`src/rtl/cpu_pkg.sv`:
```
// Shared pipeline definitions: bubble opcode, memory-stage FSM states and the
// opcode-class predicates used by both execute forwarding and memory hazards.
package cpu_pkg;

    localparam logic [6:0] NOP_OPCODE = 7'b0100000;

    typedef enum logic [1:0] {
        ST_IDLE   = 2'd0,
        ST_ACCESS = 2'd1,
        ST_DONE   = 2'd2
    } mem_state_t;

    // LDR/STR family: 11xxxxx or 1000xxx
    function automatic logic is_mem_op(input logic [6:0] op);
        return ((op & 7'h60) == 7'h60) || ((op & 7'h78) == 7'h40);
    endfunction

    // Load/store direction comes from the L bit (instr[20])
    function automatic logic is_load(input logic [6:0] op, input logic l_bit);
        return is_mem_op(op) && l_bit;
    endfunction

    // Rn read: (!op[6] & op[3:0]!=0) | op[6:5]==2'b11
    function automatic logic uses_rn(input logic [6:0] op);
        return (((op & 7'h40) == 7'h00) && ((op & 7'h0F) != 7'h00)) ||
               ((op & 7'h60) == 7'h60);
    endfunction

    // Rm read: (!op[6] & op[4]) | (op[6:5]==11 & op[3]) | (op[6:2]==10010 & op[0])
    function automatic logic uses_rm(input logic [6:0] op);
        return ((op & 7'h50) == 7'h10) ||
               ((op & 7'h68) == 7'h68) ||
               ((op & 7'h7D) == 7'h49);
    endfunction

    // Rs read (register-shifted register form): op[6:4]==3'b011
    function automatic logic uses_rs(input logic [6:0] op);
        return (op & 7'h70) == 7'h30;
    endfunction

endpackage

```
`src/rtl/mem_handshake_fsm.sv`:
```
// Data-memory req/ack sequencer with a bounded wait before declaring an error.
import cpu_pkg::*;

module mem_handshake_fsm #(
    parameter int MAX_WAIT = 15
) (
    input  logic        clk,
    input  logic        rst,
    input  logic        start_i,
    input  logic        load_i,
    input  logic        mem_ack_i,
    input  logic [31:0] mem_rdata_i,
    output mem_state_t  state_o,
    output logic        req_o,
    output logic [31:0] rdata_o,
    output logic        timeout_o,
    output logic        error_o
);

    localparam int CW = $clog2(MAX_WAIT + 1);

    mem_state_t  state_q, state_d;
    logic [CW-1:0] cnt_q, cnt_d;
    logic [31:0] rdata_q, rdata_d;
    logic        to_q, to_d;
    logic        err_q, err_d;

    // Next-state: ack wins over timeout; counting to MAX_WAIT unacked cycles aborts
    always_comb begin
        state_d = state_q;
        cnt_d   = cnt_q;
        rdata_d = rdata_q;
        to_d    = to_q;
        err_d   = err_q;
        case (state_q)
            ST_IDLE: begin
                if (start_i) begin
                    state_d = ST_ACCESS;
                    cnt_d   = '0;
                    to_d    = 1'b0;
                end
            end
            ST_ACCESS: begin
                if (mem_ack_i) begin
                    state_d = ST_DONE;
                    if (load_i) rdata_d = mem_rdata_i;
                end else if (cnt_q == CW'(MAX_WAIT - 1)) begin
                    // this cycle's increment would reach MAX_WAIT
                    state_d = ST_DONE;
                    to_d    = 1'b1;
                    err_d   = 1'b1;
                end else begin
                    cnt_d = cnt_q + CW'(1);
                end
            end
            ST_DONE: state_d = ST_IDLE;
            default: state_d = ST_IDLE;
        endcase
    end

    // State registers; reset abandons any access in flight
    always_ff @(posedge clk or posedge rst) begin
        if (rst) begin
            state_q <= ST_IDLE;
            cnt_q   <= '0;
            rdata_q <= '0;
            to_q    <= 1'b0;
            err_q   <= 1'b0;
        end else begin
            state_q <= state_d;
            cnt_q   <= cnt_d;
            rdata_q <= rdata_d;
            to_q    <= to_d;
            err_q   <= err_d;
        end
    end

    assign state_o   = state_q;
    assign req_o     = (state_q == ST_ACCESS);
    assign rdata_o   = rdata_q;
    assign timeout_o = to_q;
    assign error_o   = err_q;

endmodule

```
`src/rtl/memory_unit.sv`:
```
// Memory pipeline stage: holds the instruction leaving execute, runs LDR/STR
// through the handshake FSM, publishes forwarding fields and raises stalls.
import cpu_pkg::*;

module memory_unit #(
    parameter int MAX_WAIT = 15
) (
    input  logic        clk,
    input  logic        rst,
    input  logic [31:0] instr_in,
    input  logic [6:0]  opcode_in,
    input  logic [3:0]  rn_in,
    input  logic [3:0]  rd_in,
    input  logic [1:0]  sel_w_addr1_in,
    input  logic [31:0] alu_result,
    input  logic [31:0] store_data,
    input  logic        branch_in,
    input  logic [6:0]  ex_opcode,
    input  logic [3:0]  ex_rn,
    input  logic [3:0]  ex_rm,
    input  logic [3:0]  ex_rs,
    output logic        mem_req,
    output logic        mem_we,
    output logic [31:0] mem_addr,
    output logic [31:0] mem_wdata,
    input  logic        mem_ack,
    input  logic [31:0] mem_rdata,
    output logic [3:0]  rn_memory,
    output logic [3:0]  rd_memory,
    output logic [6:0]  opcode_memory,
    output logic [1:0]  sel_w_addr1_memory,
    output logic [31:0] wb_data,
    output logic        wb_valid,
    output logic        sel_stall,
    output logic        mem_error
);

    logic [6:0]  opcode_q;
    logic        ld_bit_q;
    logic [3:0]  rn_q, rd_q;
    logic [1:0]  sel_q;
    logic [31:0] alu_q, sd_q;
    logic        pending_q;   // memory op captured, FSM not yet started
    logic        alu_vld_q;   // non-memory op captured last edge

    mem_state_t  state;
    logic        req, timeout;
    logic [31:0] rdata;
    logic        held_mem, held_load, fsm_start, load_use;

    // Only the L bit of the instruction word matters in this stage
    logic instr_unused;
    assign instr_unused = ^{instr_in[31:21], instr_in[19:0]};

    assign held_mem  = is_mem_op(opcode_q);
    assign held_load = is_load(opcode_q, ld_bit_q);
    assign fsm_start = (state == ST_IDLE) && pending_q;

    // Forwarding can't cover a load result still in flight; wait until DONE
    assign load_use = held_load && (state == ST_IDLE || state == ST_ACCESS) &&
                      (ex_opcode != NOP_OPCODE) &&
                      ((uses_rn(ex_opcode) && ex_rn == rd_q) ||
                       (uses_rm(ex_opcode) && ex_rm == rd_q) ||
                       (uses_rs(ex_opcode) && ex_rs == rd_q));

    assign sel_stall = (state == ST_ACCESS) || fsm_start || load_use;

    // Pipeline register: flush inserts a bubble, stall holds (stall beats flush)
    always_ff @(posedge clk or posedge rst) begin
        if (rst) begin
            opcode_q  <= NOP_OPCODE;
            ld_bit_q  <= 1'b0;
            rn_q      <= '0;
            rd_q      <= '0;
            sel_q     <= '0;
            alu_q     <= '0;
            sd_q      <= '0;
            pending_q <= 1'b0;
            alu_vld_q <= 1'b0;
        end else if (!sel_stall) begin
            if (branch_in) begin
                opcode_q  <= NOP_OPCODE;
                pending_q <= 1'b0;
                alu_vld_q <= 1'b0;
            end else begin
                opcode_q  <= opcode_in;
                ld_bit_q  <= instr_in[20];
                rn_q      <= rn_in;
                rd_q      <= rd_in;
                sel_q     <= sel_w_addr1_in;
                alu_q     <= alu_result;
                sd_q      <= store_data;
                pending_q <= is_mem_op(opcode_in);
                alu_vld_q <= !is_mem_op(opcode_in) && (opcode_in != NOP_OPCODE);
            end
        end else begin
            alu_vld_q <= 1'b0;
            if (fsm_start) pending_q <= 1'b0;
        end
    end

    mem_handshake_fsm #(.MAX_WAIT(MAX_WAIT)) u_fsm (
        .clk         (clk),
        .rst         (rst),
        .start_i     (fsm_start),
        .load_i      (held_load),
        .mem_ack_i   (mem_ack),
        .mem_rdata_i (mem_rdata),
        .state_o     (state),
        .req_o       (req),
        .rdata_o     (rdata),
        .timeout_o   (timeout),
        .error_o     (mem_error)
    );

    assign mem_req   = req;
    assign mem_we    = req && held_mem && !ld_bit_q;
    assign mem_addr  = alu_q;
    assign mem_wdata = sd_q;

    assign rn_memory          = rn_q;
    assign rd_memory          = rd_q;
    assign opcode_memory      = opcode_q;
    assign sel_w_addr1_memory = sel_q;

    assign wb_valid = alu_vld_q || (state == ST_DONE);
    assign wb_data  = (state != ST_DONE) ? alu_q :
                      timeout            ? 32'h0 :
                      held_load          ? rdata : alu_q;

endmodule
```
`config.mk`:
```
export PLATFORM = sky130hd
export DESIGN_NAME = memory_unit
export DESIGN_NICKNAME = d
export VERILOG_FILES = /design/src/rtl/cpu_pkg.sv /design/src/rtl/mem_handshake_fsm.sv /design/src/rtl/memory_unit.sv
export SDC_FILE = /design/constraint.sdc
export NUM_CORES = 1
export LEC_CHECK = 0
export ABC_AREA = 0
export BUFFER_PORTS_ARGS = -buffer_cell sky130_fd_sc_hd__buf_2
export CAP_MARGIN = 20
export CORE_ASPECT_RATIO = 0.75
export CORE_MARGIN = 2
export CORE_UTILIZATION = 48
export DETAILED_ROUTE_END_ITERATION = 8
export PLACE_DENSITY = 0.81
export SLEW_MARGIN = 25
export SYNTH_ARGS = -nofsm -noshare
export SYNTH_HDL_FRONTEND = slang
export SYNTH_SLANG_ARGS = --single-unit
```
`constraint.sdc`:
```
create_clock -name clk -period 5.3 [get_ports clk]
set_input_delay 0.53 -clock clk [delete_from_list [all_inputs] [get_ports clk]]
set_output_delay 0.53 -clock clk [all_outputs]
set_load 0.02 [all_outputs]
```
==> results.sh, run 1 <==
export IMPL_status="finished clean"
export IMPL_syn_area_per_cell_sq_um=10.2
export IMPL_swShare=0.377
export IMPL_synth_cells=629
export IMPL_cts_tree="yes"
export IMPL_r2r_end="mem_wdata[30]$_DFFE_PP0P_"
export IMPL_place_gp_congestion=0.870
export IMPL_overflow=0
export IMPL_holdWs_ns=0.0603
export IMPL_fp_row_count=36
export IMPL_remaining_drc_errors=0
export IMPL_leakage_uw=0.00442
export IMPL_areaGrowthSynthToFinish_pct=31.5
export IMPL_fin_nets=1034
export IMPL_clock_power_share=0.295
export IMPL_power_switching_uw=1580
export IMPL_cp_arrival_ns=3.74
export IMPL_ant_nets=0
export IMPL_worst_setup_path_type="reg2reg"
export IMPL_rrSetupSlack_ns=1.81
export IMPL_p_int_uw=2610
export IMPL_cts_made_buffers=17
export IMPL_period_needed_ns=3.49
export IMPL_synth_ff_type="dfrtp_1"
export IMPL_worst_r2r_path_depth=7
export IMPL_antenna_found_initial=0
export IMPL_dp_slack_ns=1.93
export IMPL_synth_edff_count=0
export IMPL_fin_skew_ns=0.00796
export IMPL_die_y_microns=104
export IMPL_cts_hold_buf=0
export IMPL_rr_startpoint="opcode_memory[5]$_DFFE_PP1N_"
export IMPL_required_ns=5.55
export IMPL_viasPerCell=5.37
export IMPL_worst_pin_slew_ns=0.893
export IMPL_hold_viol_final=0
export IMPL_syn_area_sq_um=6390
export IMPL_rsz0062_at_grt="no"
export IMPL_max_clock_path_buffers=2
export IMPL_grt_pass1_vias=5520
export IMPL_clkSlewWorstSetupHoldPaths_ns=0.06
export IMPL_setup_viol_count_final=0
export IMPL_finalSetupTns_ns=0
export IMPL_io_pins=286
export IMPL_portBuffers=254
export IMPL_avgRoutedWirePerCell_microns=16.8
export IMPL_crit_path_start_kind="flop"
export IMPL_grt_max_degree=75
export IMPL_period_share=0.659
export IMPL_peakVddDrop_mv=0.267
export IMPL_grt_usage=0.247
export IMPL_endpoint_kind="flop"
export IMPL_vias=5628
export IMPL_final_layout_size_suffix_gt1_frac=0.416
export IMPL_final_common_cell="buf_2"
export IMPL_cts_sinks=124
export IMPL_p_comb_frac=0.361
export IMPL_drv_cap=0
export IMPL_yosysWarningCount=0
export IMPL_fin_ws_ns=1.81
export IMPL_synthArstFlopShare=1.00
export IMPL_yosysSeqAreaShare=0.486
export IMPL_synthDistinctLibCells=42
export IMPL_dp_hpwl_microns=12100
export IMPL_cts_setup_buffers=0
export IMPL_grt_pass1_wl_microns=28000
export IMPL_synth_seq_cells=124
export IMPL_cts_resized_gates=0
export IMPL_die_w_microns=137
export IMPL_power_density_nw_per_um2=500
export IMPL_relSlewSlack=0.400
export IMPL_timing_final_max_slew_violations=0
export IMPL_clk_latency_ns=0.41
export IMPL_root_buffer="clkbuf_16"
export IMPL_mostFrequentLayoutCells="buf_2 (254), nand2_1 (146), dfrtp_1 (123)"
export IMPL_core_sq_um=13000
export IMPL_seqPwrFrac=0.344
export IMPL_first_pass_iters=4
export IMPL_syn_nets=799
export IMPL_cp_max_fo=44
export IMPL_initial_core_util=0.492
export IMPL_hp_class="in2async"
export IMPL_wl_microns=17700
export IMPL_htreeDepth=4
export IMPL_fmax_ghz=0.287
export IMPL_drtIter0Drc=284
export IMPL_die_area_sq_um=14300
export IMPL_finalPower_uw=4200
==> worst max-delay path: stages, from the launching register on <==
cell and delay (ns):
dfstp_2 0.54, o21bai_1 0.12, nand3_1 0.25, nor3_1 0.80
o31a_2 0.29, buf_4 0.49, buf_4 0.63, o32ai_1 0.17
==> per-layer routing <==
metal  share of wire  global-route usage
met5               0                   0
met4           0.016              0.0795
met2            0.48               0.391
met1            0.43               0.336
met3           0.069              0.0595
==> cells in the mapped netlist, drive strengths merged (3+ instances only) <==
library cell,number,area share
a21oi,34,0.027
buf,21,0.023
clkbuf,28,0.016
dfrtp,123,0.48
inv,88,0.052
mux2,32,0.056
nand2,146,0.086
nand2b,4,0.0039
nand3,5,0.0039
nand4,3,0.0029
nor2,11,0.0065
nor3,4,0.0039
nor3b,3,0.0035
nor4,3,0.0072
o21ai,9,0.0071
o32ai,81,0.17
or2,3,0.0029
xnor2,10,0.014
xor2,4,0.0055
==> cells by family after synthesis <==
| family | share of synthesized area |
|---|---|
| buffers and inverters | 0.0909 |
| DFF | 0.486 |
| and+or+nand+nor | 0.125 |
| xor gates and xnor gates | 0.0192 |
| adders and majority gates | 0.00392 |
| muxes | 0.0564 |
| AOI/OAI and AO/OA | 0.218 |
==> sequential cells by signal, summed over array words and instances (netlist names), 2 cells and up <==
| name | cells |
|---|---|
| mem_addr | 32 |
| mem_wdata | 32 |
| u_fsm.state_o | 2 |
| u_fsm.cnt_q | 4 |
| u_fsm.rdata_o | 32 |
| rd_memory | 4 |
| rn_memory | 4 |
| sel_w_addr1_memory | 2 |
| opcode_memory | 7 |
==> power by group through the flow <==
stage	Sequential, uW	Clock [uW]	Combinational [uW]
global route	1480	1300	1640
detailed placement	1450	0	1510
CTS	1440	1270	1520
global placement	1440	0	1480
finish	1440	1240	1510
floorplan	1640	0	817
==> area by class of cell <==
type                       instances  area (sq um)
multi-input combinational        368          2740
fill                            1035          4570
antenna                            1          2.50
sequential                       124          3100
clock buffer                      19           443
clock inverter                    13           190
inverter                          88           333
timing repair buffer             265          1370
tap                              171           214
==> per-stage QoR <==
step	cell area [sq um]	util	std cells
after floorplan	6390	-	629
after global placement	7730	0.596	1014
after detailed placement	7730	0.596	1014
after CTS	8360	0.644	1046
after global routing	8400	0.647	1048
final	8400	0.647	1049
==> worst max-delay path by stage <==
| stage | from | to | cells after the start |
|---|---|---|---|
| CTS | opcode_memory[5]$_DFFE_PP1N_ | mem_wdata[30]$_DFFE_PP0P_ | 7 |
| global placement | opcode_memory[5]$_DFFE_PP1N_ | mem_addr[3]$_DFFE_PP0P_ | 7 |
| detailed placement | opcode_memory[5]$_DFFE_PP1N_ | mem_wdata[30]$_DFFE_PP0P_ | 7 |
| finish | opcode_memory[5]$_DFFE_PP1N_ | mem_wdata[30]$_DFFE_PP0P_ | 7 |
| floorplan | rst | alu_vld_q$_DFF_PP0_ | 1 |
| global route | opcode_memory[5]$_DFFE_PP1N_ | mem_wdata[30]$_DFFE_PP0P_ | 7 |
(Power assumes the default switching activity.)
==> run 2, diff against run 1 <==
--- a/config.mk
+++ b/config.mk
@@ -5,14 +5,14 @@
 export SDC_FILE = /design/constraint.sdc
 export NUM_CORES = 1
 export LEC_CHECK = 0
-export ABC_AREA = 0
+export ABC_AREA = 1
 export BUFFER_PORTS_ARGS = -buffer_cell sky130_fd_sc_hd__buf_2
 export CAP_MARGIN = 20
 export CORE_ASPECT_RATIO = 0.75
 export CORE_MARGIN = 2
-export CORE_UTILIZATION = 48
+export CORE_UTILIZATION = 42
 export DETAILED_ROUTE_END_ITERATION = 8
-export PLACE_DENSITY = 0.81
+export PLACE_DENSITY = 0.77
 export SLEW_MARGIN = 25
 export SYNTH_ARGS = -nofsm -noshare
 export SYNTH_HDL_FRONTEND = slang
==> constraint.sdc (replaced) <==
create_clock -name clk -period 3.15 [get_ports clk]
set_input_delay 0.315 -clock clk [delete_from_list [all_inputs] [get_ports clk]]
set_output_delay 0.315 -clock clk [all_outputs]
set_load 0.02 [all_outputs]
==> results.sh, run 2 <==
export IMPL_mostFrequentLayoutCells="buf_2 (254), nand2_1 (206), dfrtp_1 (123)"
export IMPL_status="finished, violations left"
export IMPL_fin_nets=1111
export IMPL_synth_edff_count=0
export IMPL_grt_max_degree=82
export IMPL_areaGrowthSynthToFinish_pct=33.6
export IMPL_rrSetupSlack_ns=0.79
export IMPL_period_share=0.880
export IMPL_cts_sinks=124
export IMPL_die_w_microns=140
export IMPL_place_gp_congestion=0.902
export IMPL_yosysMostFrequentCell="nand2_1"
export IMPL_synth_mux_area_frac=0.0193
export IMPL_timing_final_max_slew_violations=0
export IMPL_portBuffers=254
export IMPL_relSlewSlack=0.381
export IMPL_endpoint_kind="output pin"
export IMPL_synthArstFlopShare=1.00
export IMPL_cp_startpoint="opcode_memory[5]$_DFFE_PP1N_"
export IMPL_stdcell_area_sq_um=7790
export IMPL_initial_core_util=0.427
export IMPL_htreeDepth=4
export IMPL_syn_area_sq_um=5830
export IMPL_fp_row_count=37
export IMPL_clkSlewWorstSetupHoldPaths_ns=0.06
export IMPL_clk_latency_ns=0.40
export IMPL_cts_made_buffers=17
export IMPL_peakVddDrop_mv=0.418
export IMPL_syn_area_per_cell_sq_um=8.26
export IMPL_period_needed_ns=2.77
export IMPL_synth_top_area_share=0.528
export IMPL_vias=5671
export IMPL_synth_xor_area_frac=0.00601
export IMPL_synth_fa_ha_area_frac=0.00429
export IMPL_antenna_found_initial=2
export IMPL_cts_hold_buf=0
export IMPL_synthSimpleGateAreaFrac=0.280
export IMPL_fin_skew_ns=0.00850
export IMPL_synth_top_area_cell="dfrtp_1"
export IMPL_drv_cap=0
export IMPL_rsz0062_at_grt="no"
export IMPL_multi_input_area_sq_um=2280
export IMPL_n_fill_cell=1273
export IMPL_syn_nets=876
export IMPL_cts_resized_gates=0
export IMPL_max_clock_path_buffers=2
export IMPL_die_area_sq_um=14900
export IMPL_cts_tree="yes"
export IMPL_remaining_drc_errors=18
export IMPL_power_density_nw_per_um2=971
export IMPL_crit_path_start_kind="flop"
export IMPL_drtIter0Drc=352
export IMPL_finalSetupTns_ns=0
export IMPL_core_sq_um=13700
export IMPL_ant_nets=0
export IMPL_dp_hpwl_microns=11900
export IMPL_io_pins=286
export IMPL_ff_latch_area_sq_um=3100
export IMPL_required_ns=2.83
export IMPL_final_common_cell="buf_2"
export IMPL_hp_class="in2async"
export IMPL_placed_area_sq_um=7190
export IMPL_ys_top_cells_by_area="dfrtp_1 (53%), nand2_1 (13%), nand4_1 (8.0%)"
export IMPL_worst_pin_slew_ns=0.928
export IMPL_cp_max_fo=54
export IMPL_grt_usage=0.236
export IMPL_viasPerCell=5.02
export IMPL_synth_cells=706
export IMPL_synth_common_cells="nand2_1 (206), dfrtp_1 (123), nand4_1 (75), nor2_1 (69), inv_1 (50)"
export IMPL_rr_startpoint="u_fsm.state_o[0]$_DFFE_PP0P_"
export IMPL_r2r_end="mem_addr[13]$_DFFE_PP0P_"
export IMPL_overflow=0
export IMPL_antenna_cells=0
export IMPL_hold_viol_final=0
export IMPL_first_pass_iters=9
export IMPL_final_layout_size_suffix_gt1_frac=0.336
export IMPL_worst_r2r_path_depth=6
export IMPL_synth_compound_area_share=0.0792
export IMPL_worst_setup_path_type="reg2out"
export IMPL_die_y_microns=106
export IMPL_fmax_ghz=0.361
export IMPL_grt_pass1_wl_microns=27600
export IMPL_leakage_uw=0.00441
export IMPL_cp_arrival_ns=2.46
export IMPL_grt_pass1_vias=5398
export IMPL_synth_top_family_by_area="simple AND/OR/NAND/NOR gates"
export IMPL_yosysWarningCount=0
export IMPL_wl_microns=17300
export IMPL_root_buffer="clkbuf_16"
export IMPL_synth_seq_cells=124
export IMPL_cts_setup_buffers=0
export IMPL_synth_ff_type="dfrtp_1"
export IMPL_setup_viol_count_final=0
export IMPL_violations="design-rule violations"
export IMPL_avgRoutedWirePerCell_microns=15.3
export IMPL_synthDistinctLibCells=28
export IMPL_yosysSeqAreaShare=0.532
run 2: changes by cell type after synthesis, moves of 31 or more:
cell	before	now
inv_1	86	50
nand2_1	146	206
nand4_1	3	75
nor2_1	11	69
o21ai_0	9	41
o32ai_1	31	0
o32ai_2	50	0
run 2: metal layers:
metal  share of wire  wire length, microns  GRT usage
met5          0.0017                    29          0
met4           0.011                   197     0.0577
met3           0.088                  1520     0.0698
met2            0.45                  7780      0.375
met1            0.45                  7740      0.320
run 2: worst max-delay path, cell delays in order (launching register included):
cell      delay [ns]
dfstp_2         0.54
o21ai_1         0.11
nor2_2          0.16
nand2_1         0.30
clkinv_1        0.17
buf_12          0.23
o21ai_0         0.11
a21oi_1         0.23
buf_2           0.20
run 2: final cells by class:
type                            count  share of cell area
Clock buffer                       18              0.0564
Clock inverter                     14              0.0204
Inverter                           56              0.0275
Multi-Input combinational cell    479               0.292
Sequential cell                   124               0.399
Tap cell                          175              0.0281
Timing Repair Buffer              263               0.177
run 2: how the worst max path moves through the flow:
| stage | to | depth (start not counted) |
|---|---|---|
| after detailed placement | mem_addr[31]$_DFFE_PP0P_ | 6 |
| after CTS | wb_data[5] | 8 |
| after floorplan | wb_data[10] | 7 |
| after global routing | wb_data[5] | 8 |
| after global placement | wb_data[5] | 8 |
| final | wb_data[5] | 8 |
run 2: per-stage QoR:
step / hold WS, ns / worst slack [ns] / instances / power (uW) / utilization
floorplan: 0.464 / 1.15 / 706 / 4570 / -
global placement: 0.450 / 0.815 / 1097 / 5560 / 0.527
detailed placement: 0.454 / 0.772 / 1097 / 5640 / 0.527
CTS: 0.0206 / 0.343 / 1129 / 7630 / 0.570
global route: 0.0576 / 0.168 / 1129 / 8070 / 0.570
finish: 0.0142 / 0.379 / 1129 / 7570 / 0.570
run 2: cells by family (layout without fill, tap and decap cells):
group	count (synthesis)	in the layout
compound gates	91	91
xor+xnor	4	4
fa+ha+maj	2	2
buf+inv	103	351
flops	124	124
mux	10	10
simple gates	372	372
run 2: where the power goes:
group	internal (uW)	total [uW]	switching, uW
Sequential	2240	2670	427
Combinational	981	2940	1960
Clock	1200	1950	751
Total	4430	7570	3140
